`src/rtl/bus_xfer_ctrl.sv`:
```
// Bus master for the shared register bus: queues transfer requests, sequences the
// active-low assert/load strobes, resolves the bus value and flags drive contention.
module bus_xfer_ctrl #(
    parameter int WIDTH  = 8,
    parameter int N_REGS = 4,
    parameter int SEL_W  = 2,
    parameter int DEPTH  = 4,
    parameter logic [WIDTH-1:0] IDLE_VALUE = {WIDTH{1'b1}}
) (
    input  logic                    clk,
    input  logic                    reset_n,
    input  logic                    req_valid,
    output logic                    req_ready,
    input  logic [SEL_W-1:0]        req_src,
    input  logic [SEL_W-1:0]        req_dst,
    input  logic                    req_imm_en,
    input  logic [WIDTH-1:0]        req_imm,
    input  logic [N_REGS*WIDTH-1:0] drv_data,
    input  logic [N_REGS-1:0]       drv_en,
    output logic [N_REGS-1:0]       assert_bus_n,
    output logic [N_REGS-1:0]       load_bus_n,
    output logic [WIDTH-1:0]        bus,
    output logic                    busy,
    output logic                    done,
    output logic                    contention,
    input  logic                    contention_clr
);

    localparam int PTR_W = (DEPTH > 1) ? $clog2(DEPTH) : 1;
    localparam int ENT_W = 2 * SEL_W + 1 + WIDTH;

    localparam logic [1:0] S_IDLE   = 2'd0;
    localparam logic [1:0] S_ASSERT = 2'd1;
    localparam logic [1:0] S_LOAD   = 2'd2;
    localparam logic [1:0] S_DONE   = 2'd3;

    // Entry layout: {imm_en, src, dst, imm}
    logic [ENT_W-1:0] fifo_mem [DEPTH];
    logic [PTR_W-1:0] wr_ptr_q, rd_ptr_q;
    logic [PTR_W:0]   count_q;
    logic             full, empty, push, pop;

    logic [1:0]       state_q, state_d;
    logic [ENT_W-1:0] cur_q, cur_d;
    logic [N_REGS-1:0] assert_q, assert_d, load_q, load_d;
    logic             contention_q;

    logic             nxt_imm_en;
    logic [SEL_W-1:0] nxt_src, nxt_dst;
    logic             imm_active;
    logic [WIDTH-1:0] drv_bus;
    logic             any_low, multi_low, contention_set;

    assign full      = (count_q == (PTR_W + 1)'(DEPTH));
    assign empty     = (count_q == '0);
    assign req_ready = !full;
    assign push      = req_valid && !full;

    always_ff @(posedge clk) begin
        if (push) begin
            fifo_mem[wr_ptr_q] <= {req_imm_en, req_src, req_dst, req_imm};
        end
    end

    always_ff @(posedge clk or negedge reset_n) begin
        if (!reset_n) begin
            wr_ptr_q <= '0;
            rd_ptr_q <= '0;
            count_q  <= '0;
        end else begin
            if (push) wr_ptr_q <= wr_ptr_q + 1'b1;
            if (pop)  rd_ptr_q <= rd_ptr_q + 1'b1;
            case ({push, pop})
                2'b10:   count_q <= count_q + 1'b1;
                2'b01:   count_q <= count_q - 1'b1;
                default: count_q <= count_q;
            endcase
        end
    end

    always_comb begin
        state_d = state_q;
        cur_d   = cur_q;
        pop     = 1'b0;
        case (state_q)
            S_IDLE: begin
                if (!empty) begin
                    pop     = 1'b1;
                    state_d = S_ASSERT;
                end
            end
            S_ASSERT: state_d = S_LOAD;
            S_LOAD:   state_d = S_DONE;
            S_DONE: begin
                if (!empty) begin
                    pop     = 1'b1;
                    state_d = S_ASSERT;
                end else begin
                    state_d = S_IDLE;
                end
            end
            default: state_d = S_IDLE;
        endcase
        if (pop) cur_d = fifo_mem[rd_ptr_q];
    end

    assign nxt_imm_en = cur_d[ENT_W-1];
    assign nxt_src    = cur_d[WIDTH+SEL_W +: SEL_W];
    assign nxt_dst    = cur_d[WIDTH +: SEL_W];

    // Strobes are decoded from the next state so they leave a flop cleanly.
    // Out-of-range indices simply match no register.
    always_comb begin
        assert_d = '1;
        load_d   = '1;
        for (int i = 0; i < N_REGS; i++) begin
            if ((state_d == S_ASSERT || state_d == S_LOAD) && !nxt_imm_en &&
                int'(nxt_src) == i) begin
                assert_d[i] = 1'b0;
            end
            if (state_d == S_LOAD && int'(nxt_dst) == i) begin
                load_d[i] = 1'b0;
            end
        end
    end

    always_ff @(posedge clk or negedge reset_n) begin
        if (!reset_n) begin
            state_q  <= S_IDLE;
            cur_q    <= '0;
            assert_q <= '1;
            load_q   <= '1;
        end else begin
            state_q  <= state_d;
            cur_q    <= cur_d;
            assert_q <= assert_d;
            load_q   <= load_d;
        end
    end

    assign imm_active = (state_q == S_ASSERT || state_q == S_LOAD) && cur_q[ENT_W-1];

    always_comb begin
        drv_bus   = IDLE_VALUE;
        any_low   = 1'b0;
        multi_low = 1'b0;
        for (int i = 0; i < N_REGS; i++) begin
            if (!drv_en[i]) begin
                if (!any_low) drv_bus = drv_data[i*WIDTH +: WIDTH];
                if (any_low) multi_low = 1'b1;
                any_low = 1'b1;
            end
        end
    end

    assign contention_set = multi_low || (imm_active && any_low);

    always_ff @(posedge clk or negedge reset_n) begin
        if (!reset_n) begin
            contention_q <= 1'b0;
        end else if (contention_set) begin
            contention_q <= 1'b1;
        end else if (contention_clr) begin
            contention_q <= 1'b0;
        end
    end

    assign bus          = imm_active ? cur_q[WIDTH-1:0] : drv_bus;
    assign assert_bus_n = assert_q;
    assign load_bus_n   = load_q;
    assign done         = (state_q == S_DONE);
    assign busy         = (state_q != S_IDLE) || !empty;
    assign contention   = contention_q;

endmodule

```
`config.mk`:
```
export PLATFORM = sky130hd
export DESIGN_NAME = bus_xfer_ctrl
export DESIGN_NICKNAME = d
export VERILOG_FILES = /design/src/rtl/bus_xfer_ctrl.sv
export SDC_FILE = /design/constraint.sdc
export NUM_CORES = 1
export LEC_CHECK = 0
export ABC_AREA = 1
export CAP_MARGIN = 30
export CORE_ASPECT_RATIO = 2
export CORE_UTILIZATION = 47
export DETAILED_ROUTE_END_ITERATION = 12
export GPL_TIMING_DRIVEN = 0
export MAX_ROUTING_LAYER = met4
export PLACE_DENSITY = 0.76
export SLEW_MARGIN = 20
export SYNTH_ARGS = -nofsm -noshare
export SYNTH_HDL_FRONTEND = slang
export SYNTH_SLANG_ARGS = --single-unit
```
`constraint.sdc`:
```
create_clock -name clk -period 2.14 [get_ports clk]
set_input_delay 0.535 -clock clk [delete_from_list [all_inputs] [get_ports clk]]
set_output_delay 0.535 -clock clk [all_outputs]
set_load 0.03 [all_outputs]
```
==> PnR_summary.wiki, run 1 <==
{| class="wikitable"
! Metric !! Value
|-
| Setup crit start || state_q[0]
|-
| CTS sink cnt || 83
|-
| Number of cells traversed by the worst register-to-register path || 10
|-
| Remaining antenna violation count after routing || 0
|-
| Maximum buffer depth of the clock tree || 2
|-
| Clk slew on worst S/H paths || 60 ps
|-
| CP max stage cell || sky130_fd_sc_hd__dfrtp_1
|-
| RSZ-0062 raised after global routing || true
|-
| Largest net degree at the start of global routing || 32
|-
| Post-layout util || 67.24%
|-
| Number of port buffers || 72
|-
| Run status || finished with violations
|-
| Worst min path class || in -> async
|-
| Number of DRC violations after detailed-routing iteration 0 || 160
|-
| Setup WS post-layout || -74.95 ps
|-
| Number of hold violations in the final report || 0
|-
| Crit path arrival time || 1680 ps
|-
| CP required || 1600 ps
|-
| Count of mapped cells out of synthesis || 371
|-
| Post-Place Worst Slack || -1029 ps
|-
| Final max-slew violation count || 0
|-
| Final Setup Violations || 8
|-
| Largest voltage drop on the vdd net || 0.0007697 V
|-
| Detail Placement HPWL || 5881 um
|-
| Core ar. || 0.007657 mm^2
|-
| Area enclosed by the die boundary || 0.008394 mm^2
|-
| Overall fraction of global-route tracks in use || 23.35%
|-
| Most numerous cell in the Yosys netlist || sky130_fd_sc_hd__nand2_1
|-
| Leak Pwr || 2.115 nW
|-
| I/O pin cnt || 73
|-
| Total iterations of the first detailed-routing run || 4
|-
| Final weighted congestion in routability-driven placement || 0.7842
|-
| CTS H-Tree Depth || 3
|-
| Number of flops mapped to enable cells by yosys || 52
|-
| Number of fillers in the final layout || 585
|-
| Part of the cycle the worst path needs || 103.5%
|-
| Area overhead of the layout relative to synthesis || 36.76%
|-
| Clock insertion delay at the later pin of the skew report || 340 ps
|-
| Number of maximum-capacitance violations || 0
|-
| Fmax achieved || 451.5 MHz
|-
| Violated checks || negative setup slack
|-
| Fin crit period || 2215 ps
|-
| Starting utilization of the core area || 49.17%
|-
| Biggest area consumer among synthesized cells || sky130_fd_sc_hd__edfxtp_1
|-
| Fin Clk Skew || 6.608 ps
|-
| CTS hold repair buffers || 0
|-
| Grt ovf || 0
|-
| Share of async-settable or async-resettable flops after synthesis || 37.35%
|-
| Setup total negative slack || -460.5 ps
|-
| Post-synth cell types || 31
|-
| Syn nets || 434
|-
| End of the worst register-to-register path || count_q[2]
|-
| Clock root buffer master || sky130_fd_sc_hd__clkbuf_16
|-
| Wire per inst || 15.22 um
|-
| Sequence of cells on the critical path || inv_2, ha_4, nand2_8, clkinv_8, nor2_4, nand2_1, o21ai_1, buf_4
|-
| Power per standard cell area || 1576 mW/mm^2
|-
| Cell depth of the worst setup path || 8
|-
| Final worst hold slack || 224.6 ps
|-
| Register bit count reported by yosys || 83
|-
| Total Routed Length || 8690 um
|-
| RR Startpoint || state_q[0]
|-
| Worst slew pin tran || 843.0 ps
|-
| Mapped Avg Cell Area || 10.15 um^2
|-
| Via density per instance || 5.163
|-
| Crit end category || output pin
|-
| Final Net Count || 535
|-
| Summed instance area of the synthesized netlist || 0.003765 mm^2
|-
| Nature of the critical path startpoint || flop
|-
| Layout cells sized above 1 || 20.34%
|-
| Top cell types by occurrence after synthesis || sky130_fd_sc_hd__nand2_1 (64), sky130_fd_sc_hd__nor2_1 (56), sky130_fd_sc_hd__edfxtp_1 (52), sky130_fd_sc_hd__o21ai_0 (48), sky130_fd_sc_hd__inv_1 (38)
|-
| Largest stage delay on the critical path || 390 ps
|-
| Worst Setup Path Type || reg -> out
|-
| DRC Markers || 0
|-
| Family with the most delay on the worst path || flip-flops
|-
| Number of buffers inserted during clock tree synthesis || 9
|-
| Total via count in the routed design || 2948
|-
| Row cnt || 45
|-
| Proportion of synthesized chip area in sequential cells || 62.35%
|-
| CTS tree || done
|-
| Critical path buffers and inverters || 3
|-
| Leading register cell type out of synthesis || sky130_fd_sc_hd__edfxtp_1
|-
| Initial antenna violation count || 0
|-
| Die height || 128.6 um
|-
| Setup slack on the worst flop-to-flop path || 30 ps
|-
| Number of synthesis warnings || 0
|-
| Maximum fanout encountered on the critical timing path || 6
|-
| Antenna diode instance count || 0
|-
| Width of the chip || 65.29 um
|-
| End of the critical path || bus[6]
|-
| Main area contributors after synthesis || sky130_fd_sc_hd__edfxtp_1 (41%), sky130_fd_sc_hd__dfrtp_1 (15%), sky130_fd_sc_hd__o21ai_0 (6.4%), sky130_fd_sc_hd__nand2_1 (6.4%), sky130_fd_sc_hd__dfstp_2 (5.6%)
|-
| Global-route wire length before repair || 14150 um
|-
| Relative slew slack || 43.74%
|-
| Portion of synthesized cell area occupied by the leading cell type || 41.48%
|-
| Via count of the first global-routing pass || 3051
|}
==> layout make-up <==
type,instances,area [um^2],area share (%)
tap,94,117.6,2.284
inverter,41,166.4,3.232
multi-input combinational,237,1319,25.61
timing repair buffer,88,818.3,15.89
timing repair inverter,1,8.758,0.1701
buffer,11,93.84,1.823
sequential,83,2347,45.59
clock buffer,12,236.5,4.593
clock inverter,4,41.29,0.8019
==> placed cells by master (no fill, tap or decap), types with 9 or more instances in the layout <==
cell type / instances
sky130_fd_sc_hd__buf_4: 21
sky130_fd_sc_hd__clkbuf_16: 9
sky130_fd_sc_hd__clkdlybuf4s50_1: 56
sky130_fd_sc_hd__dfrtp_1: 23
sky130_fd_sc_hd__edfxtp_1: 52
sky130_fd_sc_hd__inv_1: 35
sky130_fd_sc_hd__nand2_1: 61
sky130_fd_sc_hd__nand3_1: 18
sky130_fd_sc_hd__nor2_1: 37
sky130_fd_sc_hd__nor2_2: 14
sky130_fd_sc_hd__o21ai_0: 36
sky130_fd_sc_hd__o21ai_1: 17
sky130_fd_sc_hd__o22ai_1: 16
==> logic make-up after synthesis <==
logic type	Yosys count	share of synthesized area, %
simple gates	148	16.19
flops	83	62.35
compound gates	74	10.83
buf+inv	52	6.181
fa+ha+maj	10	3.523
xor+xnor	4	0.9307
==> where the power goes <==
group	switching, mW	internal, mW	leakage [nW]	total, mW
clock	0.555	0.892	0.133	1.45
combinational	2.61	1.62	1.15	4.23
sequential	0.204	2.24	0.832	2.44
total	3.37	4.75	2.11	8.12
==> through the flow <==
step	std cells	area [um^2]	total power, mW
6_report	571	5149	8.117
3_5_place_dp	537	4623	6.109
4_1_cts	567	5055	7.933
5_1_grt	571	5149	8.704
2_1_floorplan	371	3780	4.957
3_3_place_gp	537	4618	5.961
==> flip-flops by register name, indices dropped and copies added (netlist names) <==
name and flops:
wr_ptr_q 2, state_q 2, count_q 3, cur_q 13, fifo_mem 52, rd_ptr_q 2, load_bus_n 4, assert_bus_n 4
contention 1
==> routing by layer <==
layer	share of wire (%)	track usage [%]
met3	4.1	4.433
met2	57	42.09
met4	3.0	12.15
met5	0	-
met1	36	22.88
==> worst min-delay path by stage <==
stage	depth (start not counted)	to	slack, ps	startpoint
after floorplan	0	contention	240	reset_n
after global placement	2	cur_q[10]	500	cur_q[10]
after detailed placement	2	cur_q[10]	510	cur_q[10]
after CTS	1	cur_q[7]	250	reset_n
after global routing	1	cur_q[7]	290	reset_n
final	1	cur_q[7]	220	reset_n
==> timing repair <==
item | in CTS | in global routing
resized for setup | 88 | 33
gates cloned | 3 | 1
setup buffers | 11 | 3
pin swaps | 4 | 7
endpoints found under the setup margin | 13 | 9
Power figures use the tool's default switching activity.
==> run 2: changes to the inputs <==
--- a/config.mk
+++ b/config.mk
@@ -13,7 +13,6 @@
 export GPL_TIMING_DRIVEN = 0
 export MAX_ROUTING_LAYER = met4
 export PLACE_DENSITY = 0.76
-export SLEW_MARGIN = 20
 export SYNTH_ARGS = -nofsm -noshare
 export SYNTH_HDL_FRONTEND = slang
 export SYNTH_SLANG_ARGS = --single-unit
==> run 2 against run 1 <==
Against the previous run:
- the run still ends with negative setup slack left
- die area stayed put
- maximum frequency fell by 1.8%
- clock skew decreased by 0.58 ps
- sequential power barely moved
- cell area is 4.0% higher
- largest cell class unchanged
- largest power group unchanged
==> PnR_summary.wiki, run 2 (synthesis results as in run 1) <==
{| class="wikitable"
! Metric !! Value
|-
| Die height || 128.6 um
|-
| Worst Setup Path Type || in -> out
|-
| Post-Place Worst Slack || -1033 ps
|-
| Width of the chip || 65.29 um
|-
| Number of port buffers || 72
|-
| Largest voltage drop on the vdd net || 0.0009022 V
|-
| Worst slew pin tran || 698.6 ps
|-
| Global-route wire length before repair || 14190 um
|-
| Final weighted congestion in routability-driven placement || 0.7842
|-
| Number of fillers in the final layout || 555
|-
| Number of hold violations in the final report || 0
|-
| Fin crit period || 2255 ps
|-
| Row cnt || 45
|-
| Largest net degree at the start of global routing || 20
|-
| CTS sink cnt || 83
|-
| CTS H-Tree Depth || 3
|-
| Number of buffers inserted during clock tree synthesis || 9
|-
| Clock insertion delay at the later pin of the skew report || 340 ps
|-
| Total iterations of the first detailed-routing run || 4
|-
| Detail Placement HPWL || 6125 um
|-
| Run status || finished with violations
|-
| Registers with the most flip-flops || fifo_mem: 52 flops, cur_q: 13 flops
|-
| Fin Clk Skew || 6.026 ps
|-
| Fmax achieved || 443.6 MHz
|-
| CTS tree || done
|-
| Area overhead of the layout relative to synthesis || 42.17%
|-
| Crit path arrival time || 1720 ps
|-
| Total Routed Length || 9192 um
|-
| Overall fraction of global-route tracks in use || 23.62%
|-
| Nature of the critical path startpoint || input port
|-
| Number of maximum-capacitance violations || 0
|-
| Number of DRC violations after detailed-routing iteration 0 || 182
|-
| Layout cells sized above 1 || 22.61%
|-
| DRC Markers || 0
|-
| Maximum buffer depth of the clock tree || 2
|-
| CTS hold repair buffers || 0
|-
| Final Setup Violations || 8
|-
| Total via count in the routed design || 3014
|-
| Power per standard cell area || 1583 mW/mm^2
|-
| Via count of the first global-routing pass || 3028
|-
| RSZ-0062 raised after global routing || true
|-
| Maximum fanout encountered on the critical timing path || 5
|-
| Final max-slew violation count || 0
|-
| Core ar. || 0.007657 mm^2
|-
| Crit end category || output pin
|-
| Area enclosed by the die boundary || 0.008394 mm^2
|-
| Clk slew on worst S/H paths || 60 ps
|-
| Violated checks || negative setup slack
|-
| Most common cell after layout, fill and taps aside || sky130_fd_sc_hd__nand2_1
|-
| Non-filler instance count after layout || 576
|-
| Initial antenna violation count || 0
|-
| CP required || 1600 ps
|-
| Final Net Count || 540
|-
| Antenna diode instance count || 0
|-
| Leading cell types in the layout, fill and taps excluded || sky130_fd_sc_hd__nand2_1 (59), sky130_fd_sc_hd__clkdlybuf4s50_1 (57), sky130_fd_sc_hd__edfxtp_1 (52)
|-
| Part of the cycle the worst path needs || 105.4%
|-
| Cell Count Post-Placement || 542
|-
| Remaining antenna violation count after routing || 0
|-
| Leak Pwr || 2.196 nW
|-
| Starting utilization of the core area || 49.17%
|-
| Worst min path class || reg -> reg
|-
| Flip-flop count of the largest register, all copies and words added || 52
|-
| Clock root buffer master || sky130_fd_sc_hd__clkbuf_16
|-
| Setup WS post-layout || -114.5 ps
|-
| I/O pin cnt || 73
|-
| Via density per instance || 5.233
|-
| Relative slew slack || 53.25%
|-
| Grt ovf || 0
|-
| Register with the highest flop count || fifo_mem
|-
| Wire per inst || 15.96 um
|}
-- run 2: changes by cell type in the layout (fill, tap and decap cells not counted), moves of 2 or more --
| cell | previous run | this run |
|---|---|---|
| sky130_fd_sc_hd__o21ai_2 | 1 | 4 |
| sky130_fd_sc_hd__buf_6 | 8 | 21 |
| sky130_fd_sc_hd__o21ai_1 | 17 | 11 |
| sky130_fd_sc_hd__nor2_4 | 7 | 12 |
| sky130_fd_sc_hd__o21ai_4 | 0 | 2 |
| sky130_fd_sc_hd__nor2_2 | 14 | 6 |
| sky130_fd_sc_hd__buf_4 | 21 | 13 |
| sky130_fd_sc_hd__clkbuf_1 | 4 | 2 |
| sky130_fd_sc_hd__nor2_1 | 37 | 40 |
| sky130_fd_sc_hd__nand2_1 | 61 | 59 |
-- run 2: worst max-delay path, cell delays in order --
cell	delay (ps)
sky130_fd_sc_hd__dlygate4sd2_1	260
sky130_fd_sc_hd__nand3b_1	230
sky130_fd_sc_hd__buf_6	190
sky130_fd_sc_hd__nor2_1	170
sky130_fd_sc_hd__nor2_2	50
sky130_fd_sc_hd__nand2_1	80
sky130_fd_sc_hd__o21ai_2	70
sky130_fd_sc_hd__buf_6	140
-- run 2: path summary, 6_finish.rpt --
check | start | endpoint | slack [ps] | cells after the start
worst max-delay path | drv_en[3] | bus[3] | -110 | 8
worst min register to register | cur_q[10] | cur_q[10] | 520 | 2
worst min-delay path | cur_q[10] | cur_q[10] | 520 | 2
min in group asynchronous | reset_n | cur_q[7] | 610 | 1
worst max register to register | state_q[0] | count_q[2] | 50 | 10
max in group asynchronous | reset_n | load_bus_n[3] | 920 | 2
-- run 2: report_power, final --
| part | leakage [nW] | switching, mW | internal, mW |
|---|---|---|---|
| Combinational | 1.22 | 2.70 | 1.77 |
| Clock | 0.148 | 0.574 | 1.01 |
| Sequential | 0.832 | 0.195 | 2.23 |
| Total | 2.20 | 3.46 | 5.01 |
-- run 2: per-stage QoR --
stage | power (mW) | utilization [%] | hold WS, ps | TNS, ps | cell area (um^2)
after floorplan | 4.957 | - | 239.4 | 0 | 3780
after global placement | 5.961 | 60.31 | 504.0 | -27540 | 4618
after detailed placement | 6.157 | 61.26 | 507.1 | -10770 | 4691
after CTS | 8.165 | 67.89 | 523.4 | -218.4 | 5199
after global routing | 9.063 | 69.90 | 561.6 | -926.1 | 5353
final | 8.475 | 69.90 | 523.3 | -375.9 | 5353
-- run 2: timing repair --
| item | in CTS | in global routing |
|---|---|---|
| endpoints found under the setup margin | 13 | 11 |
| pin swaps | 10 | 7 |
| buffers inserted | 11 | 4 |
| gates cloned | 3 | 0 |
| gates resized for setup | 110 | 38 |
-- run 2: final cells by class --
class	count	area, um^2	share of cell area (%)
plain buffers	11	97.59	1.823
clock buffers	10	229.0	4.278
clock inverters	6	80.08	1.496
inverters	41	166.4	3.109
multi-input cells	236	1369	25.57
flip-flops and latches	83	2347	43.85
well taps	94	117.6	2.197
repair buffers	94	934.6	17.46
repair inverters	1	11.26	0.2104
-- run 2: routing by layer --
layer	up-vias	global-route usage (%)	share of wire [%]
li1	1464	-	-
met1	1428	22.82	36
met2	104	43.60	58
met3	18	4.521	3.9
met4	0	10.74	2.2
met5	-	-	0
